==> src/rtl/lcd_pkg.sv <==
// rtl/lcd_pkg.sv - shared LCD command constants, FSM encoding and command helpers
package lcd_pkg;

  localparam logic [8:0] LCD_FUNC_8BIT = 9'h038;
  localparam logic [8:0] LCD_DISP_ON   = 9'h00E;
  localparam logic [8:0] LCD_CLEAR     = 9'h001;
  localparam logic [8:0] LCD_ENTRY_INC = 9'h006;
  localparam logic       LCD_CHAR_RS   = 1'b1;
  localparam logic [1:0] INIT_LAST     = 2'd3;

  typedef enum logic [2:0] {
    S_POWERUP,
    S_INIT,
    S_IDLE,
    S_SETUP,
    S_PULSE,
    S_HOLD,
    S_EXEC
  } lcd_state_e;

  typedef enum logic {
    GRANT_A = 1'b0,
    GRANT_B = 1'b1
  } lcd_grant_e;

  // Clear (0x01) and return-home (0x02/0x03) need the long execution wait.
  function automatic logic is_long_cmd(input logic [8:0] word);
    return (word[8] != LCD_CHAR_RS) && (word[7:0] != 8'h00) && (word[7:2] == 6'd0);
  endfunction

  function automatic logic [8:0] init_word(input logic [1:0] idx);
    logic [8:0] w;
    case (idx)
      2'd0:    w = LCD_FUNC_8BIT;
      2'd1:    w = LCD_DISP_ON;
      2'd2:    w = LCD_CLEAR;
      default: w = LCD_ENTRY_INC;
    endcase
    return w;
  endfunction

endpackage

==> src/rtl/lcd_bus_arbiter_if.sv <==
// rtl/lcd_bus_arbiter_if.sv - requester handshakes and character-LCD pins for lcd_bus_arbiter
interface lcd_bus_arbiter_if;

  logic       req_a;
  logic [8:0] word_a;
  logic       ack_a;
  logic       req_b;
  logic [8:0] word_b;
  logic       ack_b;
  logic       lcd_rs;
  logic       lcd_rw;
  logic       lcd_e;
  logic [7:0] lcd_db;
  logic       ready;
  logic       busy;

  modport master (
    input  req_a, word_a, req_b, word_b,
    output ack_a, ack_b, lcd_rs, lcd_rw, lcd_e, lcd_db, ready, busy
  );

  modport slave (
    output req_a, word_a, req_b, word_b,
    input  ack_a, ack_b, lcd_rs, lcd_rw, lcd_e, lcd_db, ready, busy
  );

endinterface

==> src/rtl/lcd_delay_timer.sv <==
// rtl/lcd_delay_timer.sv - loadable down-counter; done is high while the count is zero
module lcd_delay_timer #(
  parameter int               CNT_W   = 20,
  parameter logic [CNT_W-1:0] RST_VAL = '0
) (
  input  logic             clk,
  input  logic             reset,
  input  logic             load,
  input  logic [CNT_W-1:0] load_val,
  output logic             done
);

  logic [CNT_W-1:0] cnt;

  always_ff @(posedge clk or negedge reset) begin
    if (!reset) begin
      cnt <= RST_VAL;
    end else if (load) begin
      cnt <= load_val;
    end else if (cnt != '0) begin
      cnt <= cnt - CNT_W'(1);
    end
  end

  assign done = (cnt == '0);

endmodule

==> src/rtl/lcd_bus_arbiter.sv <==
// rtl/lcd_bus_arbiter.sv - LCD init sequencer and two-port write arbiter; LCD_FIXED_PRIO_EN gives port A fixed priority
module lcd_bus_arbiter
  import lcd_pkg::*;
#(
  parameter int T_SETUP   = 2,
  parameter int T_PULSE   = 12,
  parameter int T_HOLD    = 2,
  parameter int T_EXEC    = 2000,
  parameter int T_CLEAR   = 82000,
  parameter int T_POWERUP = 750000,
  parameter int CNT_W     = 20
) (
  input logic               clk,
  input logic               reset,
  lcd_bus_arbiter_if.master bus
);

  localparam logic [CNT_W-1:0] LD_SETUP   = CNT_W'(T_SETUP - 1);
  localparam logic [CNT_W-1:0] LD_PULSE   = CNT_W'(T_PULSE - 1);
  localparam logic [CNT_W-1:0] LD_HOLD    = CNT_W'(T_HOLD - 1);
  localparam logic [CNT_W-1:0] LD_EXEC    = CNT_W'(T_EXEC - 1);
  localparam logic [CNT_W-1:0] LD_CLEAR   = CNT_W'(T_CLEAR - 1);
  localparam logic [CNT_W-1:0] LD_POWERUP = CNT_W'(T_POWERUP - 1);

  lcd_state_e       state, state_n;
  lcd_grant_e       last_grant, last_grant_n;
  logic [1:0]       idx, idx_n;
  logic             ready_q, ready_n;
  logic [8:0]       word_q, word_n;
  logic             ack_a_q, ack_a_n;
  logic             ack_b_q, ack_b_n;
  logic             grant_a, grant_b;
  logic             tmr_load;
  logic [CNT_W-1:0] tmr_val;
  logic             tmr_done;

  // The timer comes out of reset already loaded with the power-up wait.
  lcd_delay_timer #(
    .CNT_W   (CNT_W),
    .RST_VAL (LD_POWERUP)
  ) u_timer (
    .clk      (clk),
    .reset    (reset),
    .load     (tmr_load),
    .load_val (tmr_val),
    .done     (tmr_done)
  );

  always_comb begin
    grant_a = 1'b0;
    grant_b = 1'b0;
`ifdef LCD_FIXED_PRIO_EN
    grant_a = bus.req_a;
    grant_b = bus.req_b && !bus.req_a;
`else
    if (bus.req_a && bus.req_b) begin
      grant_a = (last_grant == GRANT_B);
      grant_b = (last_grant == GRANT_A);
    end else begin
      grant_a = bus.req_a;
      grant_b = bus.req_b;
    end
`endif
  end

  always_ff @(posedge clk or negedge reset) begin
    if (!reset) begin
      state      <= S_POWERUP;
      last_grant <= GRANT_B;
      idx        <= 2'd0;
      ready_q    <= 1'b0;
      word_q     <= 9'd0;
      ack_a_q    <= 1'b0;
      ack_b_q    <= 1'b0;
    end else begin
      state      <= state_n;
      last_grant <= last_grant_n;
      idx        <= idx_n;
      ready_q    <= ready_n;
      word_q     <= word_n;
      ack_a_q    <= ack_a_n;
      ack_b_q    <= ack_b_n;
    end
  end

  always_comb begin
    state_n      = state;
    last_grant_n = last_grant;
    idx_n        = idx;
    ready_n      = ready_q;
    word_n       = word_q;
    ack_a_n      = 1'b0;
    ack_b_n      = 1'b0;
    tmr_load     = 1'b0;
    tmr_val      = '0;
    case (state)
      S_POWERUP: begin
        if (tmr_done) state_n = S_INIT;
      end
      S_INIT: begin
        word_n   = init_word(idx);
        tmr_load = 1'b1;
        tmr_val  = LD_SETUP;
        state_n  = S_SETUP;
      end
      S_IDLE: begin
        if (grant_a || grant_b) begin
          word_n       = grant_a ? bus.word_a : bus.word_b;
          last_grant_n = grant_a ? GRANT_A : GRANT_B;
          ack_a_n      = grant_a;
          ack_b_n      = grant_b;
          tmr_load     = 1'b1;
          tmr_val      = LD_SETUP;
          state_n      = S_SETUP;
        end
      end
      S_SETUP: begin
        if (tmr_done) begin
          tmr_load = 1'b1;
          tmr_val  = LD_PULSE;
          state_n  = S_PULSE;
        end
      end
      S_PULSE: begin
        if (tmr_done) begin
          tmr_load = 1'b1;
          tmr_val  = LD_HOLD;
          state_n  = S_HOLD;
        end
      end
      S_HOLD: begin
        if (tmr_done) begin
          tmr_load = 1'b1;
          tmr_val  = is_long_cmd(word_q) ? LD_CLEAR : LD_EXEC;
          state_n  = S_EXEC;
        end
      end
      S_EXEC: begin
        if (tmr_done) begin
          if (!ready_q && (idx != INIT_LAST)) begin
            idx_n   = idx + 2'd1;
            state_n = S_INIT;
          end else begin
            ready_n = 1'b1;
            word_n  = 9'd0;
            state_n = S_IDLE;
          end
        end
      end
      default: state_n = S_POWERUP;
    endcase
  end

  assign bus.lcd_e  = (state == S_PULSE);
  assign bus.lcd_rs = word_q[8];
  assign bus.lcd_db = word_q[7:0];
  assign bus.lcd_rw = 1'b0;
  assign bus.ack_a  = ack_a_q;
  assign bus.ack_b  = ack_b_q;
  assign bus.ready  = ready_q;
  assign bus.busy   = (state != S_IDLE);

endmodule

==> src/flat_wrapper.sv <==
// flat-port wrapper written by rule: the top's interface ports become plain ports
module lcd_bus_arbiter_flat import lcd_pkg::*;
#(
  parameter int T_SETUP   = 2,
  parameter int T_PULSE   = 12,
  parameter int T_HOLD    = 2,
  parameter int T_EXEC    = 2000,
  parameter int T_CLEAR   = 82000,
  parameter int T_POWERUP = 750000,
  parameter int CNT_W     = 20
)
  (clk, reset, bus_req_a, bus_word_a, bus_req_b, bus_word_b, bus_ack_a, bus_ack_b, bus_lcd_rs, bus_lcd_rw, bus_lcd_e, bus_lcd_db, bus_ready, bus_busy);
  lcd_bus_arbiter_if bus_i ();
  input logic clk;
  input logic reset;
  input wire logic [$bits(bus_i.req_a)-1:0] bus_req_a;
  input wire logic [$bits(bus_i.word_a)-1:0] bus_word_a;
  input wire logic [$bits(bus_i.req_b)-1:0] bus_req_b;
  input wire logic [$bits(bus_i.word_b)-1:0] bus_word_b;
  output wire logic [$bits(bus_i.ack_a)-1:0] bus_ack_a;
  output wire logic [$bits(bus_i.ack_b)-1:0] bus_ack_b;
  output wire logic [$bits(bus_i.lcd_rs)-1:0] bus_lcd_rs;
  output wire logic [$bits(bus_i.lcd_rw)-1:0] bus_lcd_rw;
  output wire logic [$bits(bus_i.lcd_e)-1:0] bus_lcd_e;
  output wire logic [$bits(bus_i.lcd_db)-1:0] bus_lcd_db;
  output wire logic [$bits(bus_i.ready)-1:0] bus_ready;
  output wire logic [$bits(bus_i.busy)-1:0] bus_busy;
  assign bus_i.req_a = bus_req_a;
  assign bus_i.word_a = bus_word_a;
  assign bus_i.req_b = bus_req_b;
  assign bus_i.word_b = bus_word_b;
  assign bus_ack_a = bus_i.ack_a;
  assign bus_ack_b = bus_i.ack_b;
  assign bus_lcd_rs = bus_i.lcd_rs;
  assign bus_lcd_rw = bus_i.lcd_rw;
  assign bus_lcd_e = bus_i.lcd_e;
  assign bus_lcd_db = bus_i.lcd_db;
  assign bus_ready = bus_i.ready;
  assign bus_busy = bus_i.busy;
  lcd_bus_arbiter #(.T_SETUP(T_SETUP), .T_PULSE(T_PULSE), .T_HOLD(T_HOLD), .T_EXEC(T_EXEC), .T_CLEAR(T_CLEAR), .T_POWERUP(T_POWERUP), .CNT_W(CNT_W)) u_core (.clk(clk), .reset(reset), .bus(bus_i));
endmodule
==> config.mk <==
export PLATFORM = sky130hd
export DESIGN_NAME = lcd_bus_arbiter_flat
export DESIGN_NICKNAME = d
export VERILOG_FILES = /design/src/rtl/lcd_pkg.sv /design/src/rtl/lcd_bus_arbiter_if.sv /design/src/rtl/lcd_delay_timer.sv /design/src/rtl/lcd_bus_arbiter.sv /design/src/flat_wrapper.sv
export SDC_FILE = /design/constraint.sdc
export NUM_CORES = 1
export LEC_CHECK = 0
export ABC_AREA = 1
export CORE_MARGIN = 2
export CORE_UTILIZATION = 45
export CTS_CLUSTER_DIAMETER = 100
export DETAILED_ROUTE_END_ITERATION = 12
export GPL_ROUTABILITY_DRIVEN = 1
export HOLD_SLACK_MARGIN = 0.02
export PLACE_DENSITY = 0.68
export SYNTH_ARGS = -nofsm -noshare
export SYNTH_HDL_FRONTEND = slang
export SYNTH_HIERARCHICAL = 1
export SYNTH_SLANG_ARGS = --single-unit
==> constraint.sdc <==
create_clock -name clk -period 6 [get_ports clk]
set_clock_uncertainty 0.15 [all_clocks]
set_input_delay 1.2 -clock clk [delete_from_list [all_inputs] [get_ports clk]]
set_output_delay 1.2 -clock clk [all_outputs]
set_load 0.01 [all_outputs]
==> metrics.txt, run 1 <==
# TYPE chip_impl_metric gauge
chip_impl_metric{name="final_net_count",unit=""} 462
chip_impl_metric{name="fin_area",unit="um^2"} 3170
chip_impl_metric{name="grt.overflow.total",unit=""} 0
chip_impl_info{name="cts_tree",value="yes"} 1
chip_impl_info{name="hold_class",value="reg2reg"} 1
chip_impl_metric{name="first_iter_violations",unit=""} 121
chip_impl_metric{name="whs",unit="ns"} 0.347
chip_impl_metric{name="initial_antenna_violation_count",unit=""} 0
chip_impl_metric{name="post_drt_wl_per_cell",unit="um"} 11.8
chip_impl_metric{name="std_cell_rows",unit=""} 27
chip_impl_metric{name="drc",unit=""} 0
chip_impl_info{name="grt_setup_unrepaired",value="no"} 1
chip_impl_metric{name="routabilityCongestion",unit=""} 0.920
chip_impl_info{name="synth_top_flop_cell",value="dfrtp_1"} 1
chip_impl_metric{name="post_cts_hold_buffer_count",unit=""} 0
chip_impl_info{name="cp_slowest_cell",value="clkdlybuf4s50_1"} 1
chip_impl_metric{name="avgSynthCellArea",unit="um^2"} 6.74
chip_impl_metric{name="power.combinational.fraction",unit=""} 0.550
chip_impl_metric{name="report.final.setup_viol",unit=""} 0
chip_impl_metric{name="r2r.worst_path.cells",unit=""} 12
chip_impl_metric{name="floorplan.io_pins",unit=""} 37
chip_impl_info{name="timing.critical_path.from",value="bus_req_a"} 1
chip_impl_metric{name="synth.cell_area",unit="um^2"} 2630
chip_impl_metric{name="internal_reg_to_reg_setup_slack",unit="ns"} 3.17
chip_impl_metric{name="ys_types",unit=""} 34
chip_impl_metric{name="first_pass_grt_wire_length",unit="um"} 10300
chip_impl_metric{name="final_hold_viol_count",unit=""} 0
chip_impl_metric{name="ant_nets",unit=""} 0
chip_impl_metric{name="cp_max_fo",unit=""} 25
chip_impl_metric{name="total_switching_power",unit="uW"} 728
chip_impl_metric{name="period_share",unit=""} 0.576
chip_impl_metric{name="clk_pin_slew_worst_paths",unit="ns"} 0.07
chip_impl_info{name="most-common-layout-cells",value="nand2_1 (155), inv_1 (43), nand3_1 (36)"} 1
chip_impl_metric{name="max_freq",unit="GHz"} 0.289
chip_impl_metric{name="placement.cell_area",unit="um^2"} 3060
chip_impl_metric{name="start_util",unit=""} 0.473
chip_impl_metric{name="floorplan.die.width",unit="um"} 80.5
chip_impl_metric{name="number_of_enable_type_register_cells_in_the_synthesized_netlist",unit=""} 0
chip_impl_metric{name="p_clk_frac",unit=""} 0.137
chip_impl_metric{name="max_slew.worst_pin.slew",unit="ns"} 0.824
chip_impl_info{name="reg2reg_from",value="u_core/u_timer/cnt[0]$_DFFE_PN1P_"} 1
chip_impl_metric{name="cp.required",unit="ns"} 6.03
chip_impl_info{name="cells_along_the_critical_path",value="clkdlybuf4s50_1 -> nor2_1 -> nor2_2 -> nor2_1 -> nand2_1 -> inv_1 -> nand2_4 -> inv_4 -> nand2_1 -> nand2_1"} 1
chip_impl_metric{name="p_int",unit="uW"} 817
chip_impl_metric{name="timing.critical_path.arrival",unit="ns"} 3.48
chip_impl_metric{name="power-per-cell-area",unit="nW/um^2"} 488
chip_impl_metric{name="max-vdd-ir-drop",unit="mV"} 0.229
chip_impl_metric{name="cells_after_synthesis",unit=""} 391
chip_impl_metric{name="cts_num_sinks",unit=""} 38
chip_impl_info{name="setup_cp_type",value="in2reg"} 1
chip_impl_metric{name="clock_tree.buffer_depth",unit=""} 2
chip_impl_metric{name="clock_insertion_delay_worst_skew",unit="ns"} 0.29
chip_impl_metric{name="area_growth",unit="%"} 20.3
chip_impl_metric{name="seq_area_frac_synth",unit=""} 0.368
chip_impl_metric{name="grt_pass1_vias",unit=""} 2387
chip_impl_metric{name="htreeDepth",unit=""} 2
chip_impl_metric{name="timing.max_cap.violations",unit=""} 0
chip_impl_metric{name="io_buffer_count",unit=""} 35
chip_impl_metric{name="final_max_slew_viol_count",unit=""} 0
chip_impl_info{name="crit_path_frequent_cell",value="nand2_1"} 1
chip_impl_metric{name="power.sequential.fraction",unit=""} 0.313
chip_impl_metric{name="yosys_warnings",unit=""} 6
chip_impl_metric{name="floorplan.core_area",unit="um^2"} 5570
chip_impl_metric{name="critPathBufInv",unit=""} 3
chip_impl_metric{name="yosys_register_bits",unit=""} 38
chip_impl_metric{name="min_path_cells",unit=""} 2
chip_impl_info{name="layout.cells.most_common",value="nand2_1"} 1
chip_impl_info{name="hold_start",value="u_core/word_q[6]$_DFFE_PN0P_"} 1
chip_impl_info{name="clock-root-buffer",value="clkbuf_8"} 1
chip_impl_metric{name="detailed_place_hpwl",unit="um"} 4540
chip_impl_metric{name="via_count",unit=""} 2479
chip_impl_info{name="setup.worst_path.start_class",value="input pin"} 1
chip_impl_metric{name="timing.setup.tns",unit="ns"} 0
chip_impl_info{name="crit_end_category",value="register"} 1
chip_impl_metric{name="viasPerCell",unit=""} 4.89
chip_impl_metric{name="cts-resized-gates",unit=""} 0
chip_impl_metric{name="largest_net_degree_at_the_start_of_global_routing",unit=""} 39
chip_impl_metric{name="die_y",unit="um"} 80.5
chip_impl_metric{name="drt_wirelength",unit="um"} 5960
chip_impl_metric{name="drive_above_1_share",unit=""} 0.117
chip_impl_metric{name="global_route_total_usage_across_every_layer",unit=""} 0.207
chip_impl_info{name="path_delay_family",value="simple AND/OR/NAND/NOR gates"} 1
chip_impl_metric{name="floorplan.die_area",unit="um^2"} 6480
chip_impl_metric{name="async_reset_ff_frac",unit=""} 1.00
chip_impl_metric{name="critical-path-max-stage-delay",unit="ns"} 0.67
chip_impl_metric{name="cellLeakagePower",unit="uW"} 0.00162
chip_impl_info{name="status",value="finished clean"} 1
chip_impl_info{name="crit-reg2reg-capture",value="u_core/u_timer/cnt[10]$_DFFE_PN0P_"} 1
chip_impl_metric{name="layout_min_cycle_time",unit="ns"} 3.45
chip_impl_metric{name="detailedRoute.firstPassIterationCount",unit=""} 4
chip_impl_metric{name="numCtsBuffers",unit=""} 5
chip_impl_metric{name="antenna_cells",unit=""} 0
chip_impl_info{name="hold_end",value="u_core/word_q[6]$_DFFE_PN0P_"} 1
chip_impl_metric{name="swShare",unit=""} 0.471
chip_impl_metric{name="cts_post_setup_buffers_inserted",unit=""} 0
chip_impl_metric{name="max_slew_margin",unit=""} 0.451
==> synthesized netlist by cell type (all sizes together) (3+ instances only) <==
cell	number	area (um^2)
nand2	163	642
inv	46	178
nor2	46	243
nand3	38	208
dfrtp	24	601
o21ai	17	85.1
dfstp	14	368
nand4	9	56.3
ha	6	75.1
buf	5	30.0
xor2	4	35.0
clkbuf	3	11.3
nand3b	3	22.5
==> power groups by stage <==
stage | registers [uW] | logic, uW | clock network (uW)
6_report | 483 | 850 | 212
5_1_grt | 498 | 970 | 229
4_1_cts | 482 | 851 | 219
3_5_place_dp | 485 | 848 | 0
3_3_place_gp | 486 | 831 | 0
2_1_floorplan | 482 | 614 | 0
==> worst max path at each step <==
stage / to / slack (ns) / depth (start not counted)
after floorplan: u_core/u_timer/cnt[0]$_DFFE_PN1P_ / 3.55 / 8
after global placement: u_core/u_timer/cnt[18]$_DFFE_PN0P_ / 2.29 / 10
after detailed placement: u_core/u_timer/cnt[4]$_DFFE_PN0P_ / 2.23 / 10
after CTS: u_core/u_timer/cnt[4]$_DFFE_PN0P_ / 2.54 / 10
after global routing: u_core/u_timer/cnt[1]$_DFFE_PN1P_ / 2.21 / 8
final: u_core/u_timer/cnt[10]$_DFFE_PN0P_ / 2.55 / 10
==> through the flow <==
step	utilization	total power [uW]	instances	setup WS, ns
2_1_floorplan	-	1100	400	3.55
3_3_place_gp	0.549	1320	499	2.29
3_5_place_dp	0.549	1330	499	2.23
4_1_cts	0.568	1550	507	2.54
5_1_grt	0.568	1700	507	2.21
6_report	0.568	1540	507	2.55
==> routing by layer <==
metal / GRT usage / wire (um)
met5: 0 / 0
met4: 0.0831 / 89
met3: 0.0438 / 280
met2: 0.368 / 2900
met1: 0.240 / 2690
==> worst register-to-register path, cell delays in order, from the launching register on <==
cell	delay, ns
dfstp_2	0.37
inv_1	0.10
ha_1	0.18
nand2_1	0.08
nor4_1	0.23
and3_1	0.30
nand2_1	0.14
nand2_1	0.54
inv_1	0.26
nand2_4	0.18
inv_4	0.08
nand2_1	0.07
nand2_1	0.05
==> cells by family after synthesis <==
logic type / Yosys count / synth area share
AND/OR/NAND/NOR: 265 / 0.458
AO/OA/AOI/OAI: 20 / 0.0399
buffers and inverters: 55 / 0.0846
XOR/XNOR: 6 / 0.0200
flip-flops: 38 / 0.368
other: 1 / 0.00142
adder cells (fa/ha/maj): 6 / 0.0285
==> cell type report <==
type,instances,area (um^2)
tap,72,90.1
inverter,47,181
fill,562,2410
clock inverter,1,30.0
timing repair buffer,35,345
sequential,38,968
clock buffer,7,76.3
multi-input combinational,307,1480
==> flip-flops by register name, indices dropped and copies added, names as in the netlist <==
register / cells
u_core/state: 3
u_core/u_timer/cnt: 20
u_core/bus.ready: 1
u_core/last_grant: 1
u_core/idx: 2
u_core/bus.ack_a: 1
u_core/word_q: 9
u_core/bus.ack_b: 1
Note: power is estimated with default switching activity, not from simulation.
==> run 2: changes to the inputs <==
clock period = 3.3 ns   (was 6 ns; I/O delays follow)
==> run 2 against run 1 <==
Net effect:
- setup slack worse by 1.8 ns
- worst hold slack got worse by 0.030 ns
- sequential power increased by 83%
- largest power group unchanged
==> metrics.txt, run 2 (synthesis results as in run 1) <==
# TYPE chip_impl_metric gauge
chip_impl_metric{name="via_count",unit=""} 2479
chip_impl_metric{name="viasPerCell",unit=""} 4.88
chip_impl_metric{name="pre_cts_ws",unit="ns"} 0.454
chip_impl_info{name="clock-root-buffer",value="clkbuf_8"} 1
chip_impl_metric{name="floorplan.die_area",unit="um^2"} 6480
chip_impl_metric{name="floorplan.die.width",unit="um"} 80.5
chip_impl_info{name="cp_slowest_cell",value="clkdlybuf4s50_1"} 1
chip_impl_metric{name="multi_input_comb_area",unit="um^2"} 1480
chip_impl_metric{name="internal_reg_to_reg_setup_slack",unit="ns"} 0.92
chip_impl_metric{name="cellLeakagePower",unit="uW"} 0.00162
chip_impl_info{name="path_delay_family",value="buffers and inverters"} 1
chip_impl_metric{name="timing.max_cap.violations",unit=""} 0
chip_impl_metric{name="ant_nets",unit=""} 0
chip_impl_metric{name="final_max_slew_viol_count",unit=""} 0
chip_impl_metric{name="final_critical_path_setup_slack",unit="ns"} 0.769
chip_impl_info{name="setup_cp_type",value="reg2out"} 1
chip_impl_metric{name="max_slew_margin",unit=""} 0.454
chip_impl_info{name="status",value="finished clean"} 1
chip_impl_info{name="top_register",value="u_core/u_timer/cnt"} 1
chip_impl_metric{name="floorplan.core_area",unit="um^2"} 5570
chip_impl_metric{name="routabilityCongestion",unit=""} 0.956
chip_impl_metric{name="std_cell_rows",unit=""} 27
chip_impl_metric{name="antenna_cells",unit=""} 0
chip_impl_info{name="cts_tree",value="yes"} 1
chip_impl_metric{name="grt.overflow.total",unit=""} 0
chip_impl_metric{name="max-vdd-ir-drop",unit="mV"} 0.443
chip_impl_metric{name="final_net_count",unit=""} 463
chip_impl_metric{name="max_freq",unit="GHz"} 0.395
chip_impl_metric{name="timing.setup.tns",unit="ns"} 0
chip_impl_info{name="layout.cells.most_common",value="nand2_1"} 1
chip_impl_metric{name="clock_insertion_delay_worst_skew",unit="ns"} 0.28
chip_impl_metric{name="cp.required",unit="ns"} 2.49
chip_impl_metric{name="clk_pin_slew_worst_paths",unit="ns"} 0.08
chip_impl_metric{name="drive_above_1_share",unit=""} 0.124
chip_impl_metric{name="detailedRoute.firstPassIterationCount",unit=""} 4
chip_impl_metric{name="cts_num_sinks",unit=""} 38
chip_impl_metric{name="seq_area",unit="um^2"} 968
chip_impl_info{name="crit_end_category",value="output port"} 1
chip_impl_metric{name="first_pass_grt_wire_length",unit="um"} 10600
chip_impl_metric{name="largest_net_degree_at_the_start_of_global_routing",unit=""} 39
chip_impl_metric{name="max_slew.worst_pin.slew",unit="ns"} 0.819
chip_impl_metric{name="io_buffer_count",unit=""} 35
chip_impl_metric{name="cp_max_fo",unit=""} 10
chip_impl_metric{name="cts_post_setup_buffers_inserted",unit=""} 0
chip_impl_info{name="grt_setup_unrepaired",value="no"} 1
chip_impl_metric{name="timing.critical_path.arrival",unit="ns"} 1.72
chip_impl_info{name="hold_class",value="in2async"} 1
chip_impl_metric{name="clock_tree.buffer_depth",unit=""} 2
chip_impl_metric{name="post_cts_hold_buffer_count",unit=""} 0
chip_impl_metric{name="drt_wirelength",unit="um"} 6170
chip_impl_metric{name="cts-resized-gates",unit=""} 0
chip_impl_metric{name="critical-path-max-stage-delay",unit="ns"} 0.56
chip_impl_metric{name="initial_antenna_violation_count",unit=""} 0
chip_impl_metric{name="report.final.setup_viol",unit=""} 0
chip_impl_metric{name="start_util",unit=""} 0.473
chip_impl_info{name="leading_registers_by_flop_count",value="u_core/u_timer/cnt (20), u_core/word_q (9), u_core/state (3)"} 1
chip_impl_metric{name="drc",unit=""} 0
chip_impl_metric{name="area_growth",unit="%"} 20.1
chip_impl_metric{name="largest_register_ffs",unit=""} 20
chip_impl_metric{name="fillers",unit=""} 553
chip_impl_metric{name="die_y",unit="um"} 80.5
chip_impl_info{name="most-common-layout-cells",value="nand2_1 (155), inv_1 (43), nand3_1 (36)"} 1
chip_impl_metric{name="global_route_total_usage_across_every_layer",unit=""} 0.210
chip_impl_info{name="cells_along_the_critical_path",value="inv_1 -> nand3_2 -> clkdlybuf4s50_1"} 1
chip_impl_metric{name="final_hold_viol_count",unit=""} 0
chip_impl_metric{name="floorplan.io_pins",unit=""} 37
chip_impl_metric{name="grt_pass1_vias",unit=""} 2344
chip_impl_metric{name="layout_min_cycle_time",unit="ns"} 2.53
chip_impl_metric{name="period_share",unit=""} 0.767
chip_impl_metric{name="post_drt_wl_per_cell",unit="um"} 12.1
chip_impl_metric{name="numCtsBuffers",unit=""} 5
chip_impl_metric{name="htreeDepth",unit=""} 2
chip_impl_info{name="setup.worst_path.start_class",value="register"} 1
chip_impl_metric{name="first_iter_violations",unit=""} 112
chip_impl_metric{name="critPathBufInv",unit=""} 2
chip_impl_metric{name="power-per-cell-area",unit="nW/um^2"} 875
chip_impl_metric{name="detailed_place_hpwl",unit="um"} 4900
run 2: layout make-up:
type                    count  area share
well taps                  72      0.0285
flip-flops and latches     38       0.306
repair buffers             36       0.112
clock inverters             2     0.00395
multi-input cells         307       0.467
inverters                  47      0.0573
clock buffers               6      0.0261
run 2: routing by layer:
metal / wire length [um] / track usage / up-vias
met4: 92 / 0.0576 / 0
met2: 3010 / 0.365 / 68
met5: 0 / 0 / -
li1: - / - / 1298
met3: 294 / 0.0404 / 9
met1: 2770 / 0.264 / 1104
run 2: through the flow:
step	instances	utilization	hold slack, ns	area [um^2]	power [uW]
detailed placement	500	0.551	0.338	3070	2450
global route	508	0.568	0.375	3160	3060
CTS	508	0.568	0.347	3160	2800
global placement	500	0.551	0.328	3070	2420
floorplan	400	-	0.214	2670	1990
finish	508	0.568	0.316	3160	2770
run 2: worst register-to-register path, cell delays in order (launching register included):
cell     delay [ns]
dfstp_2        0.37
inv_1          0.10
ha_1           0.19
nand2_1        0.07
nor4_1         0.23
and3_1         0.29
nand2_1        0.12
nand2_1        0.25
inv_1          0.17
nand2_4        0.15
inv_4          0.07
nand2_1        0.07
nand2_1        0.04
run 2: worst paths after layout:
| path | depth (start not counted) | from | to |
|---|---|---|---|
| worst max-delay path | 3 | u_core/state[2]$_DFFE_PN0P_ | bus_busy |
| worst min-delay path | 1 | reset | u_core/bus.ack_a$_DFF_PN0_ |
| worst max register to register | 12 | u_core/u_timer/cnt[0]$_DFFE_PN1P_ | u_core/u_timer/cnt[18]$_DFFE_PN0P_ |
| worst min register to register | 2 | u_core/word_q[0]$_DFFE_PN0P_ | u_core/word_q[0]$_DFFE_PN0P_ |
| max in group asynchronous | 1 | reset | u_core/word_q[6]$_DFFE_PN0P_ |
| min in group clk | 2 | u_core/word_q[0]$_DFFE_PN0P_ | u_core/word_q[0]$_DFFE_PN0P_ |
run 2: report_power, final:
part	internal [uW]	total [uW]	switching, uW
Combinational	566	1550	988
Clock	168	333	165
Sequential	703	883	180
Total	1440	2770	1330
==> run 3: changes to the inputs <==
PLACE_DENSITY = 0.7   (was 0.68)
clock period = 2.3 ns   (was 3.3 ns; I/O delays follow)
==> run 3 against run 2 <==
Net effect:
- design area grew 3.3%
- core utilization grew 1.9 points
- global-route usage shrank 0.33 points
- final cell count grew 1.6%
- non-clock buffer count grew 8
- sequential share of layout area shrank 0.87 points
- count of clock-buffer cells in the layout is the same
- critical path type unchanged
- critical path depth is the same
==> metrics.txt, run 3 (synthesis results as in run 1) <==
# TYPE chip_impl_metric gauge
chip_impl_metric{name="placement.cell_area",unit="um^2"} 3110
chip_impl_metric{name="antenna_cells",unit=""} 0
chip_impl_metric{name="first_pass_grt_wire_length",unit="um"} 10500
chip_impl_metric{name="largest_register_ffs",unit=""} 20
chip_impl_metric{name="max-vdd-ir-drop",unit="mV"} 0.646
chip_impl_metric{name="first_iter_violations",unit=""} 110
chip_impl_metric{name="final_util",unit=""} 0.587
chip_impl_metric{name="grt_pass1_vias",unit=""} 2432
chip_impl_metric{name="largest_net_degree_at_the_start_of_global_routing",unit=""} 39
chip_impl_info{name="layout.cells.most_common",value="nand2_1"} 1
chip_impl_info{name="reg2reg_from",value="u_core/u_timer/cnt[1]$_DFFE_PN1P_"} 1
chip_impl_info{name="crit-reg2reg-capture",value="u_core/u_timer/cnt[1]$_DFFE_PN1P_"} 1
chip_impl_metric{name="floorplan.die_area",unit="um^2"} 6480
chip_impl_metric{name="routabilityCongestion",unit=""} 0.850
chip_impl_metric{name="grt.overflow.total",unit=""} 0
chip_impl_metric{name="final_net_count",unit=""} 471
chip_impl_metric{name="layout_min_cycle_time",unit="ns"} 2.22
chip_impl_metric{name="viasPerCell",unit=""} 4.78
chip_impl_metric{name="ant_nets",unit=""} 0
chip_impl_metric{name="internal_reg_to_reg_setup_slack",unit="ns"} 0.15
chip_impl_metric{name="grt_util_met3",unit=""} 0.0416
chip_impl_metric{name="drt_wirelength",unit="um"} 6290
chip_impl_metric{name="numCtsBuffers",unit=""} 5
chip_impl_metric{name="max_freq",unit="GHz"} 0.450
chip_impl_info{name="setup_cp_type",value="reg2out"} 1
chip_impl_metric{name="final-instance-count-excl-fill",unit=""} 516
chip_impl_info{name="cp_slowest_cell",value="clkdlybuf4s50_1"} 1
chip_impl_metric{name="io_buffer_count",unit=""} 35
chip_impl_metric{name="fin_total_pwr",unit="uW"} 4100
chip_impl_metric{name="detailed_place_hpwl",unit="um"} 4750
chip_impl_info{name="setup.worst_path.start_class",value="register"} 1
chip_impl_metric{name="drive_above_1_share",unit=""} 0.164
chip_impl_metric{name="post_cts_hold_buffer_count",unit=""} 0
chip_impl_metric{name="global_route_total_usage_across_every_layer",unit=""} 0.206
chip_impl_metric{name="drc",unit=""} 0
chip_impl_info{name="leading_registers_by_flop_count",value="u_core/u_timer/cnt (20), u_core/word_q (9), u_core/state (3)"} 1
chip_impl_info{name="cts_tree",value="yes"} 1
chip_impl_metric{name="via_count",unit=""} 2466
chip_impl_metric{name="critical-path-max-stage-delay",unit="ns"} 0.52
chip_impl_metric{name="cp.required",unit="ns"} 1.69
chip_impl_info{name="hold_class",value="in2async"} 1
chip_impl_metric{name="cp_max_fo",unit=""} 10
chip_impl_metric{name="power-per-cell-area",unit="nW/um^2"} 1250
chip_impl_metric{name="die_y",unit="um"} 80.5
chip_impl_info{name="crit_end_category",value="output port"} 1
chip_impl_metric{name="r2r.worst_path.cells",unit=""} 11
chip_impl_metric{name="final_max_slew_viol_count",unit=""} 0
chip_impl_metric{name="report.final.setup_viol",unit=""} 0
chip_impl_info{name="top_register",value="u_core/u_timer/cnt"} 1
chip_impl_metric{name="final_hold_viol_count",unit=""} 0
chip_impl_metric{name="floorplan.core_area",unit="um^2"} 5570
chip_impl_metric{name="floorplan.die.width",unit="um"} 80.5
chip_impl_info{name="clock-root-buffer",value="clkbuf_8"} 1
chip_impl_metric{name="timing.setup.tns",unit="ns"} 0
chip_impl_metric{name="clock_tree.buffer_depth",unit=""} 2
chip_impl_metric{name="cellLeakagePower",unit="uW"} 0.00166
chip_impl_metric{name="period_share",unit=""} 0.966
chip_impl_info{name="globalRoute.busiestLayer",value="met2"} 1
chip_impl_metric{name="start_util",unit=""} 0.473
chip_impl_metric{name="met1_usage",unit=""} 0.249
chip_impl_metric{name="clock_insertion_delay_worst_skew",unit="ns"} 0.29
chip_impl_metric{name="timing.max_cap.violations",unit=""} 0
chip_impl_metric{name="area_growth",unit="%"} 24.1
chip_impl_metric{name="fin_area",unit="um^2"} 3270
chip_impl_metric{name="globalRouteMet2Util",unit=""} 0.358
chip_impl_metric{name="timing.critical_path.arrival",unit="ns"} 1.61
chip_impl_metric{name="post_drt_wl_per_cell",unit="um"} 12.2
chip_impl_metric{name="placed_cells",unit=""} 506
chip_impl_info{name="status",value="finished clean"} 1
chip_impl_metric{name="htreeDepth",unit=""} 2
chip_impl_metric{name="clk_pin_slew_worst_paths",unit="ns"} 0.08
chip_impl_metric{name="floorplan.io_pins",unit=""} 37
chip_impl_info{name="most-common-layout-cells",value="nand2_1 (154), inv_1 (41), nand3_1 (36)"} 1
chip_impl_info{name="cells_along_the_critical_path",value="inv_1 -> nand3_2 -> clkdlybuf4s50_1"} 1
chip_impl_metric{name="detailedRoute.firstPassIterationCount",unit=""} 4
chip_impl_metric{name="initial_antenna_violation_count",unit=""} 0
chip_impl_metric{name="std_cell_rows",unit=""} 27
chip_impl_metric{name="cts_num_sinks",unit=""} 38
==> run 3: through the flow <==
| stage | hold slack, ns | setup WS [ns] |
|---|---|---|
| 4_1_cts | 0.0764 | 0.000165 |
| 5_1_grt | 0.118 | -0.0362 |
| 3_5_place_dp | 0.332 | 0.0304 |
| 3_3_place_gp | 0.330 | 0.0717 |
| 6_report | 0.0637 | 0.0789 |
| 2_1_floorplan | 0.0144 | 0.193 |
==> run 3: worst max path at each step <==
stage | startpoint | end | slack (ns) | cells past startpoint
2_1_floorplan | u_core/u_timer/cnt[0]$_DFFE_PN1P_ | u_core/u_timer/cnt[3]$_DFFE_PN1P_ | 0.19 | 12
3_3_place_gp | u_core/u_timer/cnt[0]$_DFFE_PN1P_ | u_core/u_timer/cnt[10]$_DFFE_PN0P_ | 0.07 | 9
3_5_place_dp | u_core/u_timer/cnt[0]$_DFFE_PN1P_ | u_core/u_timer/cnt[10]$_DFFE_PN0P_ | 0.03 | 9
4_1_cts | u_core/u_timer/cnt[0]$_DFFE_PN1P_ | u_core/u_timer/cnt[16]$_DFFE_PN1P_ | 0.0002 | 9
5_1_grt | u_core/u_timer/cnt[1]$_DFFE_PN1P_ | u_core/u_timer/cnt[1]$_DFFE_PN1P_ | -0.04 | 11
6_report | u_core/state[2]$_DFFE_PN0P_ | bus_busy | 0.08 | 3
==> run 3: critical path, delay by kind of cell, from the launching register on <==
family | cells | cell delay [ns]
simple gates | 1 | 0.16
buf+inv | 2 | 0.67
flops | 1 | 0.48
==> run 3: what timing repair did <==
action | 4_1_cts | 5_1_grt
endpoints found under the setup margin | 2 | 27
buffers inserted | 0 | 2
gates resized for setup | 2 | 14
pin swaps | 0 | 2
==> run 3: layer usage <==
metal	vias up	wire [um]
li1	1306	-
met1	1080	2800
met2	64	3050
met3	16	282
met4	0	153
met5	-	0
==> run 3: area by class of cell <==
type,instances,area [um^2]
fill,517,2300
multi-input combinational,307,1510
inverter,47,184
sequential,38,972
tap,72,90.1
clock inverter,2,12.5
timing repair buffer,44,417
clock buffer,6,82.6
==> run 3: report_power, final <==
part,leakage [uW],switching (uW),internal [uW]
clock network,0.0000472,247,241
logic,0.00116,1470,871
registers,0.000454,264,1010
